[src/rtl/bht_update_queue.sv]
// In-order queue of issued branch predictions. Resolutions pop the oldest entry
// and drive registered predictor-update outputs plus a saturating mispredict count.
module bht_update_queue #(
  parameter int bht_idx_width_p = 10,
  parameter int depth_p         = 4,
  parameter int stat_width_p    = 16
) (
  input  logic                               clk_i,
  input  logic                               reset_i,
  input  logic                               pred_v_i,
  input  logic [bht_idx_width_p-1:0]         pred_idx_i,
  input  logic                               pred_taken_i,
  output logic                               pred_ready_o,
  input  logic                               res_v_i,
  input  logic                               res_taken_i,
  input  logic                               flush_i,
  output logic                               w_v_o,
  output logic [bht_idx_width_p-1:0]         w_idx_o,
  output logic                               correct_o,
  output logic                               actual_taken_o,
  output logic                               mispredict_o,
  output logic [$clog2(depth_p+1)-1:0]       count_o,
  output logic [stat_width_p-1:0]            mispredict_cnt_o,
  output logic                               err_o
);

  localparam int cnt_w_lp = $clog2(depth_p + 1);
  localparam int ptr_w_lp = $clog2(depth_p);
  localparam logic [cnt_w_lp-1:0]     depth_lp    = cnt_w_lp'(depth_p);
  localparam logic [stat_width_p-1:0] stat_max_lp = {stat_width_p{1'b1}};

  logic [bht_idx_width_p-1:0] mem_idx_q   [depth_p];
  logic                       mem_taken_q [depth_p];

  logic [ptr_w_lp-1:0]        head_q, head_d;
  logic [ptr_w_lp-1:0]        tail_q, tail_d;
  logic [cnt_w_lp-1:0]        count_q, count_d;
  logic                       w_v_q, w_v_d;
  logic [bht_idx_width_p-1:0] w_idx_q, w_idx_d;
  logic                       correct_q, correct_d;
  logic                       actual_q, actual_d;
  logic                       mispredict_q, mispredict_d;
  logic [stat_width_p-1:0]    stat_q, stat_d;
  logic                       err_q, err_d;

  logic push_s;
  logic pop_s;
  logic not_full_s;
  logic head_match_s;

  // Ready is derived from the registered count only; held low while in reset.
  assign not_full_s   = (count_q < depth_lp);
  assign pred_ready_o = !reset_i && not_full_s;

  assign push_s       = pred_v_i && not_full_s && !flush_i;
  assign pop_s        = res_v_i && (count_q != {cnt_w_lp{1'b0}});
  assign head_match_s = (mem_taken_q[head_q] == res_taken_i);

  // Next-state for pointers, occupancy, update outputs and statistics.
  always_comb begin
    head_d       = head_q;
    tail_d       = tail_q;
    count_d      = count_q;
    w_v_d        = 1'b0;
    w_idx_d      = w_idx_q;
    correct_d    = correct_q;
    actual_d     = actual_q;
    mispredict_d = 1'b0;
    stat_d       = stat_q;
    err_d        = err_q;

    if (pop_s) begin
      w_v_d        = 1'b1;
      w_idx_d      = mem_idx_q[head_q];
      correct_d    = head_match_s;
      actual_d     = res_taken_i;
      mispredict_d = !head_match_s;
      if (!head_match_s && (stat_q != stat_max_lp)) begin
        stat_d = stat_q + {{(stat_width_p-1){1'b0}}, 1'b1};
      end else begin
        stat_d = stat_q;
      end
    end else begin
      w_v_d = 1'b0;
    end

    // A resolution with nothing outstanding is a protocol error; same-cycle push cannot satisfy it.
    if (res_v_i && (count_q == {cnt_w_lp{1'b0}})) begin
      err_d = 1'b1;
    end else begin
      err_d = err_q;
    end

    if (flush_i) begin
      head_d  = {ptr_w_lp{1'b0}};
      tail_d  = {ptr_w_lp{1'b0}};
      count_d = {cnt_w_lp{1'b0}};
    end else begin
      head_d  = head_q + ptr_w_lp'(pop_s);
      tail_d  = tail_q + ptr_w_lp'(push_s);
      count_d = count_q + cnt_w_lp'(push_s) - cnt_w_lp'(pop_s);
    end
  end

  // Control state and registered outputs.
  always_ff @(posedge clk_i or posedge reset_i) begin
    if (reset_i) begin
      head_q       <= {ptr_w_lp{1'b0}};
      tail_q       <= {ptr_w_lp{1'b0}};
      count_q      <= {cnt_w_lp{1'b0}};
      w_v_q        <= 1'b0;
      w_idx_q      <= {bht_idx_width_p{1'b0}};
      correct_q    <= 1'b0;
      actual_q     <= 1'b0;
      mispredict_q <= 1'b0;
      stat_q       <= {stat_width_p{1'b0}};
      err_q        <= 1'b0;
    end else begin
      head_q       <= head_d;
      tail_q       <= tail_d;
      count_q      <= count_d;
      w_v_q        <= w_v_d;
      w_idx_q      <= w_idx_d;
      correct_q    <= correct_d;
      actual_q     <= actual_d;
      mispredict_q <= mispredict_d;
      stat_q       <= stat_d;
      err_q        <= err_d;
    end
  end

  // Entry storage is not reset; occupancy alone decides what is valid.
  always_ff @(posedge clk_i) begin
    if (push_s) begin
      mem_idx_q[tail_q]   <= pred_idx_i;
      mem_taken_q[tail_q] <= pred_taken_i;
    end
  end

  assign w_v_o            = w_v_q;
  assign w_idx_o          = w_idx_q;
  assign correct_o        = correct_q;
  assign actual_taken_o   = actual_q;
  assign mispredict_o     = mispredict_q;
  assign count_o          = count_q;
  assign mispredict_cnt_o = stat_q;
  assign err_o            = err_q;

endmodule

[config.mk]
export PLATFORM = sky130hd
export DESIGN_NAME = bht_update_queue
export DESIGN_NICKNAME = d
export VERILOG_FILES = /design/src/rtl/bht_update_queue.sv
export SDC_FILE = /design/constraint.sdc
export NUM_CORES = 1
export LEC_CHECK = 0
export ABC_AREA = 1
export CORE_ASPECT_RATIO = 1.2
export CORE_UTILIZATION = 51
export CTS_BUF_LIST = sky130_fd_sc_hd__clkbuf_4
export DETAILED_ROUTE_END_ITERATION = 8
export PLACE_DENSITY = 0.83
export SKIP_CTS_REPAIR_TIMING = 1
export SLEW_MARGIN = 20
export SYNTH_ARGS = -nofsm -noshare
export SYNTH_HDL_FRONTEND = slang
export SYNTH_SLANG_ARGS = --single-unit
export TNS_END_PERCENT = 100
[constraint.sdc]
create_clock -name clk_i -period 2 [get_ports clk_i]
set_input_delay 0.5 -clock clk_i [delete_from_list [all_inputs] [get_ports clk_i]]
set_output_delay 0.5 -clock clk_i [all_outputs]
set_load 0.03 [all_outputs]
* Yosys cells after proc, flatten, opt, wreduce, memory -nomap -nowiden
Memory sizes are Yosys's and may differ from the RTL's. A register that Yosys moved wholly into a read port is not among the register bits. Index checks and enable logic that the tools add are counted.
Cells by class: mux-type cells 7, add/sub/neg operators 5, eq/ne operators 2, $lt $le $gt $ge 1, reductions and logical operators 12
Operators with widths (count):
- $add A16 B1 Y16 const B | 1
- $ne A16 B16 Y1 const B | 1
- $logic_and A1 B1 Y1 | 6
- $add A2 B1 Y2 | 2
- $mux W1 | 4
- $mux W2 | 2
- $add A3 B1 Y3 | 1
- $logic_not A1 Y1 | 3
- $logic_not A3 Y1 | 1
- $lt A3 B3 Y1 const B | 1
- $mux W3 | 1
- $reduce_bool A3 Y1 | 1
- $sub A3 B1 Y3 | 1
- $reduce_and A2 Y1 | 1
- $eq A1 B1 Y1 | 1
Storage, ports and cells: memories 2, input port bits 17, flip-flop bits (word level) 28, RAM bits 44, output and inout port bits 35, word-level logic and storage cells 38
Memories:
- mem_idx_q | depth 4, width 10, read ports 1, clocked after Yosys merged registers in 1, write ports 1, RTL line 32 | logic [bht_idx_width_p-1:0] mem_idx_q [depth_p];
- mem_taken_q | depth 4, width 1, read ports 1, clocked after Yosys merged registers in 0, write ports 1, RTL line 33 | logic mem_taken_q [depth_p];

* Logic depth before layout (Yosys ltp)
Gate-level depths: netlist of run 1.
depth in word-level cells 6, depth in mapped cells 10, gate-level depth less buffers 10

* Worst setup path before layout of run 1
No wires, ideal clock.
path type input to register, from input flush_i, to memory mem_idx_q[0][0] (enable), setup time 393 ps, arrival time 1750 ps, cell stages on the path 4, path buffers 1, required time 1607 ps, path slack -143 ps, cells stage by stage clkbuf_1 > nor2_1 > inv_1 > nor3_1
On the way: cells in the longest elaborated chain, start to end 4
RTL lines:
- start, declared | RTL line 16 | input logic flush_i,
- $logic_not A1 Y1 | RTL line 55 | assign push_s = pred_v_i && not_full_s && !flush_i;
- $logic_and A1 B1 Y1 | RTL line 55
- $mux W1 | RTL line 134 | if (push_s) begin
- $mux W1 (implied by the code) | RTL line 135 | mem_idx_q[tail_q] <= pred_idx_i;
- end, declared | RTL line 32
Every way passes these cells.

* Worst setup path after layout of run 1
from register w_v_q (netlist: w_v_o), to output w_v_o
RTL lines:
- start, declared | RTL line 38 | logic w_v_q, w_v_d;
- start signal, assigned | RTL line 122 | w_v_q <= w_v_d;
- end, declared | RTL line 17 | output logic w_v_o,
No word-level cell between the ends.

==> metrics.md, run 1 <==
| Metric | Value |
|---|---|
| Part of the power in registers | 44.4% |
| Htree depth | 3 |
| Initial antenna violation count | 0 |
| Area Overhead vs Synth | 26.0% |
| WL/cell | between 10 and 15 um |
| Final Routed Wirelength | ~7.3 mm |
| Starting Density | a little over half |
| Status | complete, no violations |
| Critical Path Max Stage Delay | between 0.6 and 0.7 ns |
| Comb power frac | around 37% |
| CTS Buffer Depth | 2 |
| Site row count | 33 |
| Hold Vio Cnt, Final | 0 |
| Critical path launch point | w_v_o |
| Largest cells by area after synthesis | edfxtp_1 37%, dfrtp_1 26%, nor2_1 7.5% |
| Vias in the first global route | 2581 |
| #FFs+latches synth | 82 |
| Die area | around 7400 um^2 |
| Routability congestion estimate | about 0.9 |
| Switching portion of total power | a little under 40% |
| DRT Pass-1 Iters | 4 |
| Count of final max-slew check failures | 0 |
| Syn_nets | 373 |
| Crit. End Element | primary output |
| Inst Count DP | 494 |
| Clk_lat worst skew | 0.44 ns |
| Final setup violation count | 0 |
| MaxCap Viol Count | 0 |
| Max frequency | 515 MHz |
| Count of different cell masters after synthesis | 29 |
| Critical Path RT | 1.50 ns |
| Critical path capture point | w_v_o |
| Setup CP Type | register to primary output |
| CTS tree | done |
| DR DRC count | 0 |
| ANT nets after route | 0 |
| WP depth | 1 |
| Peak supply drop | 0.674 mV |
| Min Hold Slack | 0.430 ns |
| Unrepaired setup endpoints after global routing | no |
| Hold/Removal Path Class | primary input to asynchronous set/reset pin |
| Slew @ Worst Pin | 0.334 ns |
| Post-Synthesis Cells | 351 |
| Period utilisation layout | 97.1% |
| Sw Pwr | 1940 uW |
| # fillers | about 530 |
| CP startpoint kind | register |
| Port bufs | 51 |
| Initial DRC count | around 130 |
| Commonest non-fill, non-tap cells in the layout | 72 x nor2_1, 67 x nand2_1, 44 x edfxtp_1, 37 x dfrtp_1, 32 x dlymetal6s2s_1 |
| Hpwl dp | 4.99 mm |
| Average size of a mapped cell | slightly above 10 um^2 |
| Worst r2r path cells | 9 |
| Cells along the critical path | clkdlybuf4s50_1 |
| Synth warn | 0 |
| Vias after detailed routing | around 2700 |
| Lkg Pwr | 0.00221 uW |
| Clock Power Share | 19.2% |
| Num CTS Buffers | 9 |
| Fraction of layout cells with a size suffix above 1 | about an eighth |
| CP top delay family | buffers and inverters |
| Worst Path Arrival | 1.44 ns |
| Total global-route track usage | 21.4% |
| Top cell type by total area after synthesis | edfxtp_1 |
| Synth Cell Area | around 3600 um^2 |
| Pwr/cell area | 1090 nW/um^2 |
| Top cell type's share of synthesized area | between 30% and 40% |
| Worst R2R Setup Slack | 0.18 ns |
| Die Width | 78.7 um |
| Fin Clk Skew | 0.0132 ns |
| Worst Path Max Fanout | 1 |
| Ant diodes | 0 |
| Max transition margin | 77.7% |
| Die height | approximately 94 um |
| Gr ovfl total | 0 |
| CP bufs+invs | 1 |
| Clk sinks | 82 |
| Internal power | 3020 uW |
| Nets@finish | about 440 |
| Non-filler cells, final | slightly above 500 |
| Drt via density | 5.20 |
| Fin crit period | 1.94 ns |
| Clock Tree Root | clkbuf_4 |
| Global-route wire length before repair | 11.8 mm |
| FF-to-FF End | count_o[2] |
| Top Ports | 52 |
| Total core area | 6810 um^2 |
| Clock transition at the registers of the reported paths | 0.15 ns |
| Pin count of the biggest net entering global routing | 39 |
| Slowest CP cell | clkdlybuf4s50_1 |
| Commonest non-fill, non-tap cell in the layout | nor2_1 |
| Crit Reg-Reg Startpoint | count_o[2] |
| Sequential area share after synthesis | 63.1% |
## stage by stage
| step | setup TNS, ns | setup slack (ns) | util, % | instance area (um^2) | power [uW] |
|---|---|---|---|---|---|
| final | 0 | 0.0571 | 66.6 | 4540 | 4960 |
| after global routing | 0 | 0.00314 | 66.6 | 4540 | 5240 |
| after CTS | -2.39 | -0.172 | 65.3 | 4450 | 5020 |
| after detailed placement | -3.42 | -0.276 | 63.3 | 4310 | 4080 |
| after global placement | -0.976 | -0.218 | 63.3 | 4310 | 4020 |
| after floorplan | -6.28 | -0.143 | - | 3600 | 3370 |
## power groups by stage
stage | logic, uW | clock network (uW) | registers, uW
floorplan | 790 | 0 | 2580
global placement | 1770 | 0 | 2240
detailed placement | 1830 | 0 | 2250
CTS | 1840 | 969 | 2220
global route | 1980 | 1030 | 2230
finish | 1810 | 951 | 2200
## worst min-delay path by stage
stage,start,to,slack (ns),cells after the start
finish,reset_i,w_idx_o[3],0.43,3
CTS,reset_i,w_idx_o[3],0.42,3
detailed placement,err_o,err_o,0.47,1
global placement,err_o,err_o,0.46,1
floorplan,mem_idx_q[3][8],w_idx_o[8],0.53,2
global route,reset_i,w_idx_o[3],0.45,3
## cells in the mapped netlist, drive strengths merged
cell / number
edfxtp: 44
xnor2: 8
inv: 24
a31o: 1
nor3: 4
nand4: 4
fa: 1
o21ai: 24
ha: 4
nor2: 76
a31oi: 10
nand3: 26
buf: 5
nand3b: 1
dfrtp: 38
xor2: 5
clkbuf: 7
nand2: 69
## area by class of cell
type	instances	area, um^2	share of cell area, %
inverters	24	90.1	1.99
well taps	87	109	2.40
multi-input cells	233	1180	25.9
repair buffers	69	748	16.5
clock inverters	7	72.6	1.60
flip-flops and latches	82	2270	50.1
clock buffers	9	67.6	1.49
## per-layer routing
metal,global-route usage (%),wire [um],vias to the layer above
met5,0,0,-
met4,7.41,71,0
met3,4.08,303,7
met2,39.4,3820,75
met1,24.6,3070,1268
li1,-,-,1305
## kinds of logic (layout without fill, tap and decap cells)
group	Yosys count	after routing	share of synthesized area (%)
compound gates	35	35	5.63
fa+ha+maj	5	5	1.95
simple gates	180	180	21.9
flops	82	82	63.1
buf+inv	36	109	4.24
xor+xnor	13	13	3.16
## flip-flops by register name (all words and copies together), names as in the netlist
register          count
mem_idx_q            40
mispredict_cnt_o     16
w_idx_o              10
mem_taken_q           4
count_o               3
head_q                2
tail_q                2
actual_taken_o        1
correct_o             1
err_o                 1
mispredict_o          1
w_v_o                 1
Note: power is estimated with default switching activity, not from simulation.
==> inputs of run 2 (changes only) <==
--- a/config.mk
+++ b/config.mk
@@ -6,11 +6,14 @@
 export NUM_CORES = 1
 export LEC_CHECK = 0
 export ABC_AREA = 1
+export CAP_MARGIN = 5
+export CELL_PAD_IN_SITES_DETAIL_PLACEMENT = 0
+export CELL_PAD_IN_SITES_GLOBAL_PLACEMENT = 1
 export CORE_ASPECT_RATIO = 1.2
-export CORE_UTILIZATION = 51
+export CORE_UTILIZATION = 39
 export CTS_BUF_LIST = sky130_fd_sc_hd__clkbuf_4
 export DETAILED_ROUTE_END_ITERATION = 8
-export PLACE_DENSITY = 0.83
+export PLACE_DENSITY = 0.81
 export SKIP_CTS_REPAIR_TIMING = 1
 export SLEW_MARGIN = 20
 export SYNTH_ARGS = -nofsm -noshare
==> run 2 against run 1 <==
Against the previous run:
- global-route usage decreased by 4.8 points
- die area rose by 30%
- sequential share of layout area decreased by 1.0 points
- critical path type is now register to register
- critical endpoint is now count_o[2]
==> metrics.md, run 2 (synthesis results as in run 1) <==
| Metric | Value |
|---|---|
| Pwr/cell area | 1100 nW/um^2 (+0.21%) |
| Gr ovfl total | 0 (unchanged) |
| Final Core Density | 51.5% (-15 points) |
| CTS tree | done |
| MaxCap Viol Count | 0 (unchanged) |
| Hold/Removal Path Class | primary input to asynchronous set/reset pin |
| CTS Buffer Depth | 2 (unchanged) |
| Clock Tree Root | clkbuf_4 |
| Crit. End Element | register |
| Worst Path Arrival | 2.24 ns (+0.80 ns) |
| Power, Total | 5070 uW (+2.3%) |
| CP startpoint kind | register |
| Clock transition at the registers of the reported paths | 0.15 ns (about the same) |
| Worst r2r path cells | 9 (unchanged) |
| Starting Density | 40.1% (-13 points) |
| Num CTS Buffers | 9 (unchanged) |
| Worst Path Max Fanout | 4 (+3) |
| Top reg by flops | mem_idx_q |
| ANT nets after route | 0 (unchanged) |
| Nets@finish | 444 (+0.68%) |
| Htree depth | 3 (unchanged) |
| Critical Path RT | 2.37 ns (+0.87 ns) |
| Final Routed Wirelength | 7.38 mm (+1.5%) |
| Commonest non-fill, non-tap cells in the layout | 71 x nor2_1, 67 x nand2_1, 44 x edfxtp_1, 37 x dfrtp_1, 34 x dlymetal6s2s_1 |
| Routability congestion estimate | 0.779 (-12%) |
| Top Ports | 52 (unchanged) |
| Total core area | 8990 um^2 (+32%) |
| Die height | 107 um (+14%) |
| Port bufs | 51 (unchanged) |
| Initial DRC count | 122 (-6.9%) |
| Hold Vio Cnt, Final | 0 (unchanged) |
| Max reg flops | 40 (unchanged) |
| Total global-route track usage | 16.6% (-4.8 points) |
| Final setup violation count | 0 (unchanged) |
| Die area | 9620 um^2 (+30%) |
| Area Overhead vs Synth | 28.6% |
| Dpl ws | -0.286 ns (-0.00965 ns) |
| # fillers | 782 (+47%) |
| Peak supply drop | 0.674 mV (about the same) |
| Count of final max-slew check failures | 0 (unchanged) |
| Vias in the first global route | 2556 (-0.97%) |
| DRT Pass-1 Iters | 4 (unchanged) |
| Final setup margin | 0.133 ns (+0.0763 ns) |
| DR DRC count | 0 (unchanged) |
| Clk_lat worst skew | 0.44 ns (about the same) |
| Die Width | 89.7 um (+14%) |
| Ant diodes | 0 (unchanged) |
| Global-route wire length before repair | 12.2 mm (+2.8%) |
| Lkg Pwr | 0.00227 uW (+2.5%) |
| Max frequency | 536 MHz (+4.1%) |
| Area of the multi-input gates | 1180 um^2 (+0.21%) |
| Min Hold Slack | 0.443 ns (+0.0128 ns) |
| Fin Clk Skew | 0.0210 ns (+0.00778 ns) |
| Max transition margin | 74.0% (-3.7 points) |
| Vias after detailed routing | 2630 (-0.94%) |
| WL/cell | 13.5 um (-5.1%) |
| Clk sinks | 82 (unchanged) |
| Fin Setup TNS | 0 ns (unchanged) |
| Setup CP Type | register to register |
| Hpwl dp | 4.95 mm (-0.68%) |
| Drt via density | 4.81 (-7.5%) |
| Initial antenna violation count | 0 (unchanged) |
| Fin crit period | 1.87 ns (-0.0763 ns) |
| Pin count of the biggest net entering global routing | 39 (unchanged) |
| Worst R2R Setup Slack | 0.13 ns (-0.05 ns) |
| Site row count | 38 (+15%) |
| Total area of sequential cells | 2270 um^2 (unchanged) |
| Status | complete, no violations |
| Commonest non-fill, non-tap cell in the layout | nor2_1 |
| Crit Reg-Reg Startpoint | count_o[1] |
| Fraction of layout cells with a size suffix above 1 | 12.9% (+0.85 points) |
| Slew @ Worst Pin | 0.390 ns (+0.0553 ns) |
| FF-to-FF End | count_o[2] |
| Period utilisation layout | 93.3% (-3.8 points) |
run 2: critical path, stage by stage (launching register included):
cell	delay [ns]
dfrtp_2	0.46
nor2_2	0.14
inv_2	0.06
o21ai_4	0.14
xor2_1	0.18
ha_1	0.16
inv_1	0.05
fa_1	0.38
xor2_1	0.17
nor2_1	0.08
run 2: area by class of cell:
cell class	count	share of cell area, %
clock buffer	9	1.46
clock inverter	7	2.03
inverter	24	1.95
multi-input combinational	233	25.5
sequential	82	49.1
tap	120	3.24
timing repair buffer	72	16.8
run 2: routing by layer:
| layer | global-route usage (%) | share of wire [%] | up-vias | routed length (um) |
|---|---|---|---|---|
| met5 | 0 | 0 | - | 0 |
| met1 | 19.3 | 41 | 1236 | 3020 |
| met2 | 28.9 | 52 | 69 | 3820 |
| li1 | - | - | 1311 | - |
| met3 | 3.88 | 5.2 | 14 | 380 |
| met4 | 8.31 | 2.1 | 0 | 154 |
run 2: worst max-delay path by stage:
stage | startpoint | to | slack [ns] | depth (start not counted)
floorplan | flush_i | mem_idx_q[0][0] | -0.14 | 4
global placement | pred_v_i | count_o[2] | -0.21 | 10
detailed placement | pred_v_i | count_o[2] | -0.29 | 10
CTS | mispredict_cnt_o[11] | mispredict_cnt_o[11] | -0.17 | 1
global route | count_o[1] | count_o[2] | -0.002 | 9
finish | count_o[1] | count_o[2] | 0.13 | 9
run 2: power by group:
| group | internal (uW) | leakage [uW] | total (uW) | switching [uW] |
|---|---|---|---|---|
| registers | 2020 | 0.000878 | 2210 | 193 |
| clock network | 415 | 0.0000833 | 1060 | 643 |
| logic | 715 | 0.00131 | 1800 | 1090 |
| total | 3150 | 0.00227 | 5070 | 1920 |
run 2: per-stage QoR:
stage	std cells	area (um^2)
2_1_floorplan	351	3600
3_3_place_gp	529	4370
3_5_place_dp	529	4370
4_1_cts	545	4530
5_1_grt	547	4630
6_report	547	4630
==> inputs of run 3 (changes only) <==
--- a/config.mk
+++ b/config.mk
@@ -13,6 +13,7 @@
 export CORE_UTILIZATION = 39
 export CTS_BUF_LIST = sky130_fd_sc_hd__clkbuf_4
 export DETAILED_ROUTE_END_ITERATION = 8
+export HOLD_SLACK_MARGIN = 0.03
 export PLACE_DENSITY = 0.81
 export SKIP_CTS_REPAIR_TIMING = 1
 export SLEW_MARGIN = 20
==> results of run 3 <==
No change in the layout: final DEF, timing and power equal those of run 2.
